[src/rtl/core_pkg.sv]
// Shared core definitions: data width, register index width, forwarding
// select encoding and the ID/EX stage occupancy states.
package core_pkg;

   localparam int XLEN  = 32;
   localparam int REG_W = 5;

   typedef enum logic [1:0] {
      FWD_RF    = 2'b00,
      FWD_EXMEM = 2'b01,
      FWD_MEMWB = 2'b10
   } fwd_sel_t;

   typedef enum logic {
      ST_EMPTY = 1'b0,
      ST_FULL  = 1'b1
   } stage_st_t;

endpackage

[src/rtl/hazard_fwd_unit.sv]
// Combinational load-use hazard detection and forwarding-select computation
// for the instruction being decoded, relative to the entry held in ID/EX and
// the instruction currently in EX/MEM.
module hazard_fwd_unit
   import core_pkg::*;
(
   input  logic             held_valid_i,
   input  logic             held_mem_read_i,
   input  logic             held_reg_write_i,
   input  logic [REG_W-1:0] held_rd_i,
   input  logic [REG_W-1:0] in_rs1_i,
   input  logic [REG_W-1:0] in_rs2_i,
   input  logic             in_uses_rs1_i,
   input  logic             in_uses_rs2_i,
   input  logic [REG_W-1:0] exmem_rd_i,
   input  logic             exmem_reg_write_i,
   output logic             hazard_o,
   output fwd_sel_t         fwd_a_o,
   output fwd_sel_t         fwd_b_o
);

   // The held entry becomes EX/MEM once this instruction is captured, so it
   // is the nearest producer; the current EX/MEM entry will then be in MEM/WB.
   function automatic fwd_sel_t sel_for(input logic [REG_W-1:0] rs);
      fwd_sel_t s;
      s = FWD_RF;
      if (rs != '0) begin
         if (held_valid_i && held_reg_write_i && held_rd_i == rs)
            s = FWD_EXMEM;
         else if (exmem_reg_write_i && exmem_rd_i == rs)
            s = FWD_MEMWB;
      end
      return s;
   endfunction

   // Load data is not available until after MEM, so a consumer directly
   // behind a load must wait one cycle.
   always_comb begin
      hazard_o = held_valid_i && held_mem_read_i && (held_rd_i != '0) &&
                 ((in_uses_rs1_i && in_rs1_i == held_rd_i) ||
                  (in_uses_rs2_i && in_rs2_i == held_rd_i));
      fwd_a_o  = sel_for(in_rs1_i);
      fwd_b_o  = sel_for(in_rs2_i);
   end

endmodule

[src/rtl/id_ex_stage.sv]
// ID/EX pipeline register: captures operands and decoded fields, inserts a
// bubble on load-use hazards, registers EX forwarding selects and counts
// load-use stall cycles (saturating).
// Optional: define ID_WB_BYPASS_EN to bypass a same-cycle write-back into the
// captured operands for register files that write on the rising edge.
module id_ex_stage
   import core_pkg::*;
#(
   parameter int XLEN   = core_pkg::XLEN,
   parameter int CTRL_W = 16,
   parameter int CNT_W  = 16
) (
   input  logic              clk,
   input  logic              reset,
   input  logic              in_valid,
   output logic              in_ready,
   input  logic [XLEN-1:0]   in_pc,
   input  logic [XLEN-1:0]   in_imm,
   input  logic [REG_W-1:0]  in_rs1,
   input  logic [REG_W-1:0]  in_rs2,
   input  logic [REG_W-1:0]  in_rd,
   input  logic              in_uses_rs1,
   input  logic              in_uses_rs2,
   input  logic              in_reg_write,
   input  logic              in_mem_read,
   input  logic [CTRL_W-1:0] in_ctrl,
   input  logic [XLEN-1:0]   rf_data1,
   input  logic [XLEN-1:0]   rf_data2,
   input  logic [REG_W-1:0]  exmem_rd,
   input  logic              exmem_reg_write,
   input  logic [REG_W-1:0]  wb_rd,
   input  logic              wb_reg_write,
   input  logic [XLEN-1:0]   wb_data,
   input  logic              flush,
   output logic              out_valid,
   input  logic              out_ready,
   output logic [XLEN-1:0]   out_pc,
   output logic [XLEN-1:0]   out_imm,
   output logic [XLEN-1:0]   out_op1,
   output logic [XLEN-1:0]   out_op2,
   output logic [REG_W-1:0]  out_rs1,
   output logic [REG_W-1:0]  out_rs2,
   output logic [REG_W-1:0]  out_rd,
   output logic              out_reg_write,
   output logic              out_mem_read,
   output logic [CTRL_W-1:0] out_ctrl,
   output logic [1:0]        out_fwd_a,
   output logic [1:0]        out_fwd_b,
   output logic [CNT_W-1:0]  stall_cnt
);

   typedef struct packed {
      logic [XLEN-1:0]   pc;
      logic [XLEN-1:0]   imm;
      logic [XLEN-1:0]   op1;
      logic [XLEN-1:0]   op2;
      logic [REG_W-1:0]  rs1;
      logic [REG_W-1:0]  rs2;
      logic [REG_W-1:0]  rd;
      logic              reg_write;
      logic              mem_read;
      logic [CTRL_W-1:0] ctrl;
      fwd_sel_t          fwd_a;
      fwd_sel_t          fwd_b;
   } payload_t;

   stage_st_t        state_q, state_d;
   payload_t         pay_q, pay_d;
   logic [CNT_W-1:0] cnt_q, cnt_d;
   logic             advance, hazard, capture;
   fwd_sel_t         fwd_a, fwd_b;
   logic [XLEN-1:0]  op1, op2;

   hazard_fwd_unit u_hfu (
      .held_valid_i      (out_valid),
      .held_mem_read_i   (pay_q.mem_read),
      .held_reg_write_i  (pay_q.reg_write),
      .held_rd_i         (pay_q.rd),
      .in_rs1_i          (in_rs1),
      .in_rs2_i          (in_rs2),
      .in_uses_rs1_i     (in_uses_rs1),
      .in_uses_rs2_i     (in_uses_rs2),
      .exmem_rd_i        (exmem_rd),
      .exmem_reg_write_i (exmem_reg_write),
      .hazard_o          (hazard),
      .fwd_a_o           (fwd_a),
      .fwd_b_o           (fwd_b)
   );

   assign advance  = !out_valid || out_ready;
   assign in_ready = advance && (!hazard || flush);
   assign capture  = in_valid && in_ready && !flush;

   // Operand selection: x0 reads as zero; optional write-back bypass only
   // where EX will not overwrite the operand through its own forwarding.
`ifdef ID_WB_BYPASS_EN
   always_comb begin
      op1 = rf_data1;
      op2 = rf_data2;
      if (fwd_a == FWD_RF && wb_reg_write && wb_rd != '0 && wb_rd == in_rs1)
         op1 = wb_data;
      if (fwd_b == FWD_RF && wb_reg_write && wb_rd != '0 && wb_rd == in_rs2)
         op2 = wb_data;
      if (in_rs1 == '0) op1 = '0;
      if (in_rs2 == '0) op2 = '0;
   end
`else
   logic wb_unused;
   assign wb_unused = ^{wb_rd, wb_reg_write, wb_data};

   always_comb begin
      op1 = (in_rs1 == '0) ? '0 : rf_data1;
      op2 = (in_rs2 == '0) ? '0 : rf_data2;
   end
`endif

   // State register; reset drops the held entry immediately.
   always_ff @(posedge clk or negedge reset) begin
      if (!reset) state_q <= ST_EMPTY;
      else        state_q <= state_d;
   end

   // Next state: an advancing stage fills only on capture, otherwise empties
   // (bubble, flush or no input); a stalled stage holds.
   always_comb begin
      state_d = state_q;
      if (advance) state_d = capture ? ST_FULL : ST_EMPTY;
   end

   // Output decode of the occupancy state.
   always_comb begin
      out_valid = (state_q == ST_FULL);
   end

   // Payload and stall-counter next-state.
   always_comb begin
      pay_d = pay_q;
      if (capture) begin
         pay_d.pc        = in_pc;
         pay_d.imm       = in_imm;
         pay_d.op1       = op1;
         pay_d.op2       = op2;
         pay_d.rs1       = in_rs1;
         pay_d.rs2       = in_rs2;
         pay_d.rd        = in_rd;
         pay_d.reg_write = in_reg_write;
         pay_d.mem_read  = in_mem_read;
         pay_d.ctrl      = in_ctrl;
         pay_d.fwd_a     = fwd_a;
         pay_d.fwd_b     = fwd_b;
      end
      cnt_d = cnt_q;
      if (hazard && in_valid && advance && !flush && cnt_q != '1)
         cnt_d = cnt_q + 1'b1;
   end

   // Payload and counter registers.
   always_ff @(posedge clk or negedge reset) begin
      if (!reset) begin
         pay_q <= '0;
         cnt_q <= '0;
      end else begin
         pay_q <= pay_d;
         cnt_q <= cnt_d;
      end
   end

   assign out_pc        = pay_q.pc;
   assign out_imm       = pay_q.imm;
   assign out_op1       = pay_q.op1;
   assign out_op2       = pay_q.op2;
   assign out_rs1       = pay_q.rs1;
   assign out_rs2       = pay_q.rs2;
   assign out_rd        = pay_q.rd;
   assign out_reg_write = pay_q.reg_write;
   assign out_mem_read  = pay_q.mem_read;
   assign out_ctrl      = pay_q.ctrl;
   assign out_fwd_a     = pay_q.fwd_a;
   assign out_fwd_b     = pay_q.fwd_b;
   assign stall_cnt     = cnt_q;

endmodule

[config.mk]
export PLATFORM = sky130hd
export DESIGN_NAME = id_ex_stage
export DESIGN_NICKNAME = d
export VERILOG_FILES = /design/src/rtl/core_pkg.sv /design/src/rtl/hazard_fwd_unit.sv /design/src/rtl/id_ex_stage.sv
export SDC_FILE = /design/constraint.sdc
export NUM_CORES = 1
export LEC_CHECK = 0
export ABC_AREA = 1
export CORE_MARGIN = 2
export CORE_UTILIZATION = 35
export CTS_CLUSTER_SIZE = 14
export DETAILED_ROUTE_END_ITERATION = 8
export PLACE_DENSITY = 0.8
export SETUP_SLACK_MARGIN = 0.02
export SYNTH_ARGS = -nofsm -noshare
export SYNTH_HDL_FRONTEND = slang
export SYNTH_HIERARCHICAL = 1
export SYNTH_SLANG_ARGS = --single-unit
[constraint.sdc]
create_clock -name clk -period 5.2 [get_ports clk]
set_clock_uncertainty 0.15 [all_clocks]
set_input_delay 0.78 -clock clk [delete_from_list [all_inputs] [get_ports clk]]
set_output_delay 0.78 -clock clk [all_outputs]
set_load 0.01 [all_outputs]
# After elaboration in Yosys (flattened, before gate mapping)
# Index checks and enable logic that the tools add are counted.
dict set report op_classes {
  n_addsub 1
  eq_ne 7
  muxes 9
  n_reduce_logical 28
}
# op count
set op_table {}
lappend op_table {{32-bit 2-to-1 mux} 2}
lappend op_table {{5-bit equality test} 6}
lappend op_table {{1-bit logical AND} 17}
lappend op_table {{16-bit by 1-bit adder with 16-bit output (second input constant)} 1}
lappend op_table {{16-bit != test (second input constant)} 1}
lappend op_table {{5-bit nonzero test} 3}
lappend op_table {{2-bit 2-to-1 mux} 6}
lappend op_table {{5-bit zero test} 2}
lappend op_table {{1-bit zero test} 3}
lappend op_table {{1-bit logical OR} 3}
lappend op_table {{1-bit 2-to-1 mux} 1}
dict set report totals {
  regBits 182
  inputBits 212
}

# Longest topological paths before layout
# Gate-level depths: netlist (run 1).
dict set report depth {
  depth_word 10
  depth_mapped 14
  depth_no_buf 13
}

# Modules after synthesis
# The synthesis (run 1) kept the hierarchy.
# module instances cells_per_inst area_each_um2
set modules_own_cells {}
lappend modules_own_cells {id_ex_stage 1 867 7405.9}
lappend modules_own_cells {hazard_fwd_unit 1 82 400.4}

# Worst setup path before layout (run 1)
# No wires, ideal clock.
dict set report synth_path {
  path_type {input-to-output}
  startpoint {input port in_rs1[3]}
  endpoint {output port in_ready}
  arrival_time_ps 1513
  required_ps 4270
  slack_ps 2757
  stages 9
  path_buffers 0
  path_cell_list {inv_1 > nand2_1 > nand2_1 > nor2_2 > nand4_1 > a21oi_1 > nand2_1 > nand2_1 > inv_1}
}
dict set report synth_via {
  elab_chain_cells 7
}
# item line_no
set synth_rtl {}
lappend synth_rtl {{start, declared} id_ex_stage.sv:19} ;# input logic [REG_W-1:0] in_rs1,
lappend synth_rtl {{5-bit equality test} hazard_fwd_unit.sv:40} ;# ((in_uses_rs1_i && in_rs1_i == held_rd_i) ||
lappend synth_rtl {{1-bit logical AND} hazard_fwd_unit.sv:40}
lappend synth_rtl {{1-bit logical OR} hazard_fwd_unit.sv:40}
lappend synth_rtl {{1-bit logical AND} hazard_fwd_unit.sv:39} ;# hazard_o = held_valid_i && held_mem_read_i && (held_rd_i != '0) &&
lappend synth_rtl {{via hazard} id_ex_stage.sv:70} ;# logic advance, hazard, capture;
lappend synth_rtl {{1-bit zero test} id_ex_stage.sv:91} ;# assign in_ready = advance && (!hazard || flush);
lappend synth_rtl {{1-bit logical OR} id_ex_stage.sv:91}
lappend synth_rtl {{1-bit logical AND} id_ex_stage.sv:91}
lappend synth_rtl {{end, declared} id_ex_stage.sv:16} ;# output logic in_ready,
# The timed path passes the listed nets, and every way through them passes these cells.

# Worst setup path after layout (run 1)
dict set report layout_path {
  startpoint {input port in_rs1[1]}
  endpoint {register pay_q, in the netlist out_op2[0]}
}
dict set report layout_via {
  elab_chain_cells 9
}
# item line_no
set layout_rtl {}
lappend layout_rtl {{5-bit equality test} hazard_fwd_unit.sv:40}
lappend layout_rtl {{1-bit logical AND} hazard_fwd_unit.sv:40}
lappend layout_rtl {{1-bit logical OR} hazard_fwd_unit.sv:40}
lappend layout_rtl {{1-bit logical AND} hazard_fwd_unit.sv:39}
lappend layout_rtl {{via hazard} id_ex_stage.sv:70}
lappend layout_rtl {{1-bit zero test} id_ex_stage.sv:91}
lappend layout_rtl {{1-bit logical OR} id_ex_stage.sv:91}
lappend layout_rtl {{1-bit logical AND} id_ex_stage.sv:91}
lappend layout_rtl {{1-bit logical AND (2 in series)} id_ex_stage.sv:92} ;# assign capture = in_valid && in_ready && !flush;
lappend layout_rtl {{end signal, assigned} id_ex_stage.sv:163} ;# pay_q <= pay_d;
lappend layout_rtl {{end, declared} id_ex_stage.sv:68} ;# payload_t pay_q, pay_d;
# The timed path passes the listed nets, and every way through them passes these cells.
# A chain may end at the register's enable or synchronous reset.

==> results of run 1 <==
-- Yosys cell counts --
cell type	count	area (um^2)
inv_2	5	18.8
nand2_4	1	11.3
nand3_2	1	10.0
nand2_1	524	1970
buf_2	26	130
ha_1	1	12.5
clkbuf_1	13	48.8
nor2_1	28	105
dfrtp_1	182	4550
clkinv_8	1	16.3
a21oi_1	1	5.00
xnor2_1	7	61.3
nor3_2	1	10.0
inv_1	31	116
o21ai_2	6	52.6
o211ai_1	3	22.5
xor2_1	7	61.3
nand3b_1	1	7.51
buf_6	2	22.5
nor2_2	5	31.3
buf_4	2	15.0
nor2_4	2	22.5
nor3_1	7	35.0
nand3_1	77	385
nand4_1	7	43.8
o21ai_0	8	40.0
-- cell usage in the layout, fill, tap and decap left out, types with 2 or more instances in the layout --
master	n
xor2_1	7
nand3_1	77
clkbuf_8	2
nor2_2	5
clkdlybuf4s50_1	355
clkbuf_16	17
nor2_4	2
inv_2	4
o21ai_2	6
nor3_1	7
dfrtp_1	182
xnor2_1	7
nand2_1	524
nand4_1	7
clkinv_4	3
inv_1	31
o211ai_1	3
nor2_1	28
buf_4	10
o21ai_0	8
clkinv_8	2
inv_6	4
inv_8	4
-- metrics by stage --
step	total power [mW]	instances	hold slack [ps]
6_report	4.13	1585	320
5_1_grt	4.36	1585	343
4_1_cts	4.18	1585	326
3_5_place_dp	2.85	1553	308
3_3_place_gp	2.82	1553	302
2_1_floorplan	2.14	949	334
-- layout make-up --
| cell class | count | area (um^2) |
|---|---|---|
| fill | 1915 | 9690 |
| sequential | 182 | 4550 |
| timing repair buffer | 367 | 3660 |
| multi-input combinational | 687 | 2880 |
| clock buffer | 19 | 443 |
| tap | 280 | 350 |
| inverter | 37 | 154 |
| clock inverter | 13 | 153 |
-- state kept, by name, indices dropped and copies added, names as in the netlist --
register	count
out_fwd_b	2
out_rs1	5
out_valid	1
out_ctrl	16
out_op1	32
out_pc	32
out_rs2	5
out_op2	32
out_rd	5
out_mem_read	1
stall_cnt	16
out_reg_write	1
out_fwd_a	2
out_imm	32
-- cell families (layout without fill, tap and decap cells) --
logic type,Yosys count,count (layout),share of synthesized area
AOI/OAI and AO/OA,18,18,0.0154
DFF,182,182,0.583
and+or+nand+nor,654,654,0.337
adders and majority gates,1,1,0.00160
xor gates and xnor gates,14,14,0.0157
buffers and inverters,80,436,0.0471
-- power by group --
group,leakage (nW),internal [mW],switching [mW]
combinational,3.39,0.588,0.464
sequential,2.26,1.63,0.134
clock,0.294,0.701,0.618
-- critical path: cells and delay by family --
kind | cells | cell delay, ps
simple gates | 7 | 820
xor+xnor | 1 | 200
buf+inv | 3 | 1960
compound gates | 1 | 110
-- how the worst max path moves through the flow --
| stage | end | slack, ps | cells after the start |
|---|---|---|---|
| after floorplan | in_ready | 2760 | 9 |
| after global placement | out_op2[0] | 980 | 13 |
| after detailed placement | out_op2[0] | 950 | 12 |
| after CTS | in_ready | 1310 | 11 |
| after global routing | out_op2[0] | 1130 | 13 |
| final | out_op2[0] | 1380 | 12 |
-- routing by layer --
layer	routed length (um)	up-vias	GRT usage
met3	2180	27	0.0714
met4	501	0	0.0616
met1	9550	3516	0.240
li1	-	3623	-
met5	0	-	0
met2	11800	286	0.351
==> results.json, run 1 <==
{
  "status": "complete, no violations",
  "crit_fanout": 84,
  "place.port_buffers": 356,
  "startpoint_type": "primary input",
  "fin_crit_ps": 3820,
  "grt_usage": 0.204,
  "gr-total-overflow": 0,
  "clk_pin_slew_ps": 70,
  "core_mm2": 0.0219,
  "rsz0062_at_grt": "no",
  "min_path_cells": 2,
  "ys_seq_area_frac": 0.583,
  "hold_buffers": 0,
  "firstDrtPassIters": 4,
  "gp_congestion": 0.847,
  "grt_max_degree": 119,
  "final_area_mm2": 0.0122,
  "reg2reg_slack_ps": 1850,
  "post-route-util": 0.557,
  "diodes": 0,
  "vias": 7452,
  "dieArea_mm2": 0.0235,
  "vias_per_cell": 4.70,
  "required_ps": 5410,
  "cts_made_buffers": 17,
  "setup_tns_ps": 0,
  "setup_ws_ps": 1380,
  "relSlewSlack": 0.363,
  "cp-end-kind": "flop",
  "powerDensity_mw_per_mm2": 339,
  "drt_iter0_drc": 437,
  "rows": 54,
  "die_w_um": 153,
  "h-tree-depth": 4,
  "pin_count": 395,
  "place_ws_ps": 950,
  "avgSynthCellArea_um2": 8.23,
  "postRouteWirelength_um": 24000,
  "finalSetupViolCount": 0,
  "cts_tree": "yes",
  "synth_fp_nets": 1162,
  "slowest_stage": "buf_4",
  "wl_per_cell_um": 15.2,
  "grt_pass1_wl_um": 38600,
  "cts_resized": 0,
  "die_height_um": 153,
  "final_layout_size_suffix_gt1_frac": 0.0498,
  "cts_setup_buffers": 0,
  "cp_data_arrival_time_ps": 4020,
  "hold_viol": 0,
  "root_buffer": "clkbuf_16",
  "irDropWorstVdd_uv": 233,
  "worst_pin_slew_ps": 955,
  "initial_utilization": 0.357,
  "crit_type": "primary input to flop",
  "r2r_start": "out_rd[3]",
  "crit_top_cell": "nand2_1",
  "reg2reg_depth": 11,
  "hold_start": "out_pc[22]",
  "syn-cell-area_mm2": 0.00781,
  "cts_max_path_buffers": 2,
  "drc_errors": 0,
  "postPlaceCellArea_mm2": 0.0116,
  "worstSetupStartpoint": "in_rs1[1]",
  "cp_cell_sequence": "clkdlybuf4s50_1 -> xor2_1 -> nor2_1 -> nand4_1 -> a21oi_1 -> nand2_1 -> nand2_1 -> nor2_4 -> buf_4 -> buf_4 -> nand3_1 -> nand2_1",
  "syn2layout_area_growth_pct": 56.3,
  "drv_slew": 0,
  "dp_hpwl_um": 17300,
  "antenna_found_initial": 0,
  "hp-class": "flop to flop",
  "hold_path_end": "out_pc[22]",
  "cts_num_sinks": 182,
  "yosys_warnings": 6,
  "fin_nets": 1505,
  "clkLatencyLatePin_ps": 420,
  "grt_pass1_vias": 7445,
  "synth_cell_types": 26,
  "syn-instance-count": 949,
  "fmax_mhz": 262,
  "cap_violations": 0,
  "synth_seq_cells": 182,
  "slowest_delay_ps": 740,
  "period_share": 0.734,
  "worstReg2RegEnd": "out_op2[0]",
  "ant_nets": 0,
  "total_leakage_power_nw": 5.95
}
Power figures use the tool's default switching activity.
==> run 2, diff against run 1 <==
Settings changed: PLACE_DENSITY 0.8 to 0.83.
Clock period 5.2 ns to 3.1 ns, I/O delays scaled along.
==> run 2 against run 1 <==
Effect of this change: sequential share of layout area fell by 0.85 points; total power rose by 66%; sequential power rose by 68%; cell count rose by 2.0%; setup slack got worse by 980 ps; final area rose by 2.3%; via count rose by 1.7%; critical path type is now primary input to output pin.
==> results.json, run 2 (synthesis gave the netlist of run 1 again) <==
{
  "status": "complete, no violations",
  "hold_start": "out_pc[7]",
  "setup_ws_ps": 406,
  "dieArea_mm2": 0.0235,
  "drc_errors": 0,
  "postRouteWirelength_um": 25200,
  "vias_per_cell": 4.69,
  "die_w_um": 153,
  "min_path_cells": 2,
  "dp_hpwl_um": 18700,
  "fillers": 1913,
  "hold_path_end": "out_pc[7]",
  "crit_type": "primary input to output pin",
  "finalPower_mw": 6.87,
  "place_ws_ps": -66.4,
  "required_ps": 2480,
  "syn2layout_area_growth_pct": 59.9,
  "hold_viol": 0,
  "die_height_um": 153,
  "final_common_cell": "nand2_1",
  "h-tree-depth": 4,
  "irDropWorstVdd_uv": 272,
  "cts_setup_buffers": 0,
  "root_buffer": "clkbuf_16",
  "post-route-util": 0.570,
  "antenna_found_initial": 4,
  "initial_utilization": 0.357,
  "total_leakage_power_nw": 6.12,
  "relSlewSlack": 0.720,
  "cts_tree": "yes",
  "cp-end-kind": "output pin",
  "cap_violations": 0,
  "startpoint_type": "primary input",
  "r2r_start": "out_rd[3]",
  "grt_pass1_wl_um": 40800,
  "worst_pin_slew_ps": 421,
  "wl_per_cell_um": 15.6,
  "clk_pin_slew_ps": 70,
  "drt_iter0_drc": 422,
  "cp_data_arrival_time_ps": 2080,
  "dp.cells": 1581,
  "final_area_mm2": 0.0125,
  "instances_no_fill": 1617,
  "pin_count": 395,
  "fin_nets": 1534,
  "grt_max_degree": 77,
  "drv_slew": 0,
  "vias": 7580,
  "fmax_mhz": 371,
  "grt_usage": 0.217,
  "finalSetupViolCount": 0,
  "cts_max_path_buffers": 2,
  "gp_congestion": 0.901,
  "gr-total-overflow": 0,
  "setup_tns_ps": 0,
  "layout_common_cells": "nand2_1 (523), clkdlybuf4s50_1 (351), dfrtp_1 (182), nand3_1 (77)",
  "fin_crit_ps": 2690,
  "place.port_buffers": 356,
  "firstDrtPassIters": 6,
  "powerDensity_mw_per_mm2": 551,
  "cts_num_sinks": 182,
  "cts_made_buffers": 17,
  "grt_pass1_vias": 7797,
  "ant_nets": 0,
  "rows": 54,
  "crit_fanout": 4,
  "clkLatencyLatePin_ps": 420,
  "postPlaceCellArea_mm2": 0.0119,
  "hold_slack_ps": 321,
  "hp-class": "flop to flop",
  "worstReg2RegEnd": "out_imm[11]",
  "final_layout_size_suffix_gt1_frac": 0.0697,
  "reg2reg_depth": 14,
  "reg2reg_slack_ps": 770,
  "rsz0062_at_grt": "no",
  "period_share": 0.869,
  "core_mm2": 0.0219
}
==> run 2: final cells by class <==
| cell class | count | area (um^2) | share of cell area |
|---|---|---|---|
| diodes | 3 | 7.51 | 0.000601 |
| clock buffers | 19 | 433 | 0.0347 |
| clock inverters | 13 | 130 | 0.0104 |
| inverters | 37 | 154 | 0.0123 |
| multi-input cells | 687 | 2890 | 0.231 |
| flip-flops and latches | 182 | 4550 | 0.365 |
| well taps | 280 | 350 | 0.0281 |
| repair buffers | 396 | 3970 | 0.318 |
==> run 2: where the power goes <==
group	internal (mW)	leakage [nW]	switching, mW	total, mW
sequential	2.73	2.26	0.232	2.96
combinational	1.02	3.58	0.796	1.82
clock	1.07	0.277	1.03	2.10
total	4.82	6.12	2.06	6.87
==> run 2: worst max path at each step <==
stage	startpoint	to	slack, ps	cells past startpoint
after global routing	in_rs2[0]	in_ready	210	12
after detailed placement	in_rs2[3]	in_ready	-70	12
after floorplan	out_rd[3]	stall_cnt[15]	1170	14
after global placement	in_rs2[3]	in_ready	-20	12
final	in_rs2[1]	in_ready	410	12
after CTS	in_rs2[0]	in_ready	30	12
==> run 2: critical path, cell delays in order <==
cell and delay [ps]:
clkdlybuf4s50_1 530, inv_2 40, nand2_1 50, nand2_1 60, nor2_2 120, nand4_1 100, a21oi_1 170, buf_4 140
nand2_1 70, nand2_2 100, inv_1 50, dlymetal6s2s_1 170
==> run 2: metal layers <==
metal,share of wire,vias to the layer above,wire [um],global-route usage
li1,-,3683,-,-
met1,0.40,3549,10200,0.255
met2,0.48,312,12100,0.367
met3,0.089,34,2230,0.0802
met4,0.025,2,634,0.0716
met5,0.00052,-,13,0
==> run 2: timing repair <==
item	4_1_cts	5_1_grt
cloned	0	0
endpoints found under the hold margin	43	0
resized for setup	3	2
hold buffers	1	0
endpoints found under the setup margin	1	1
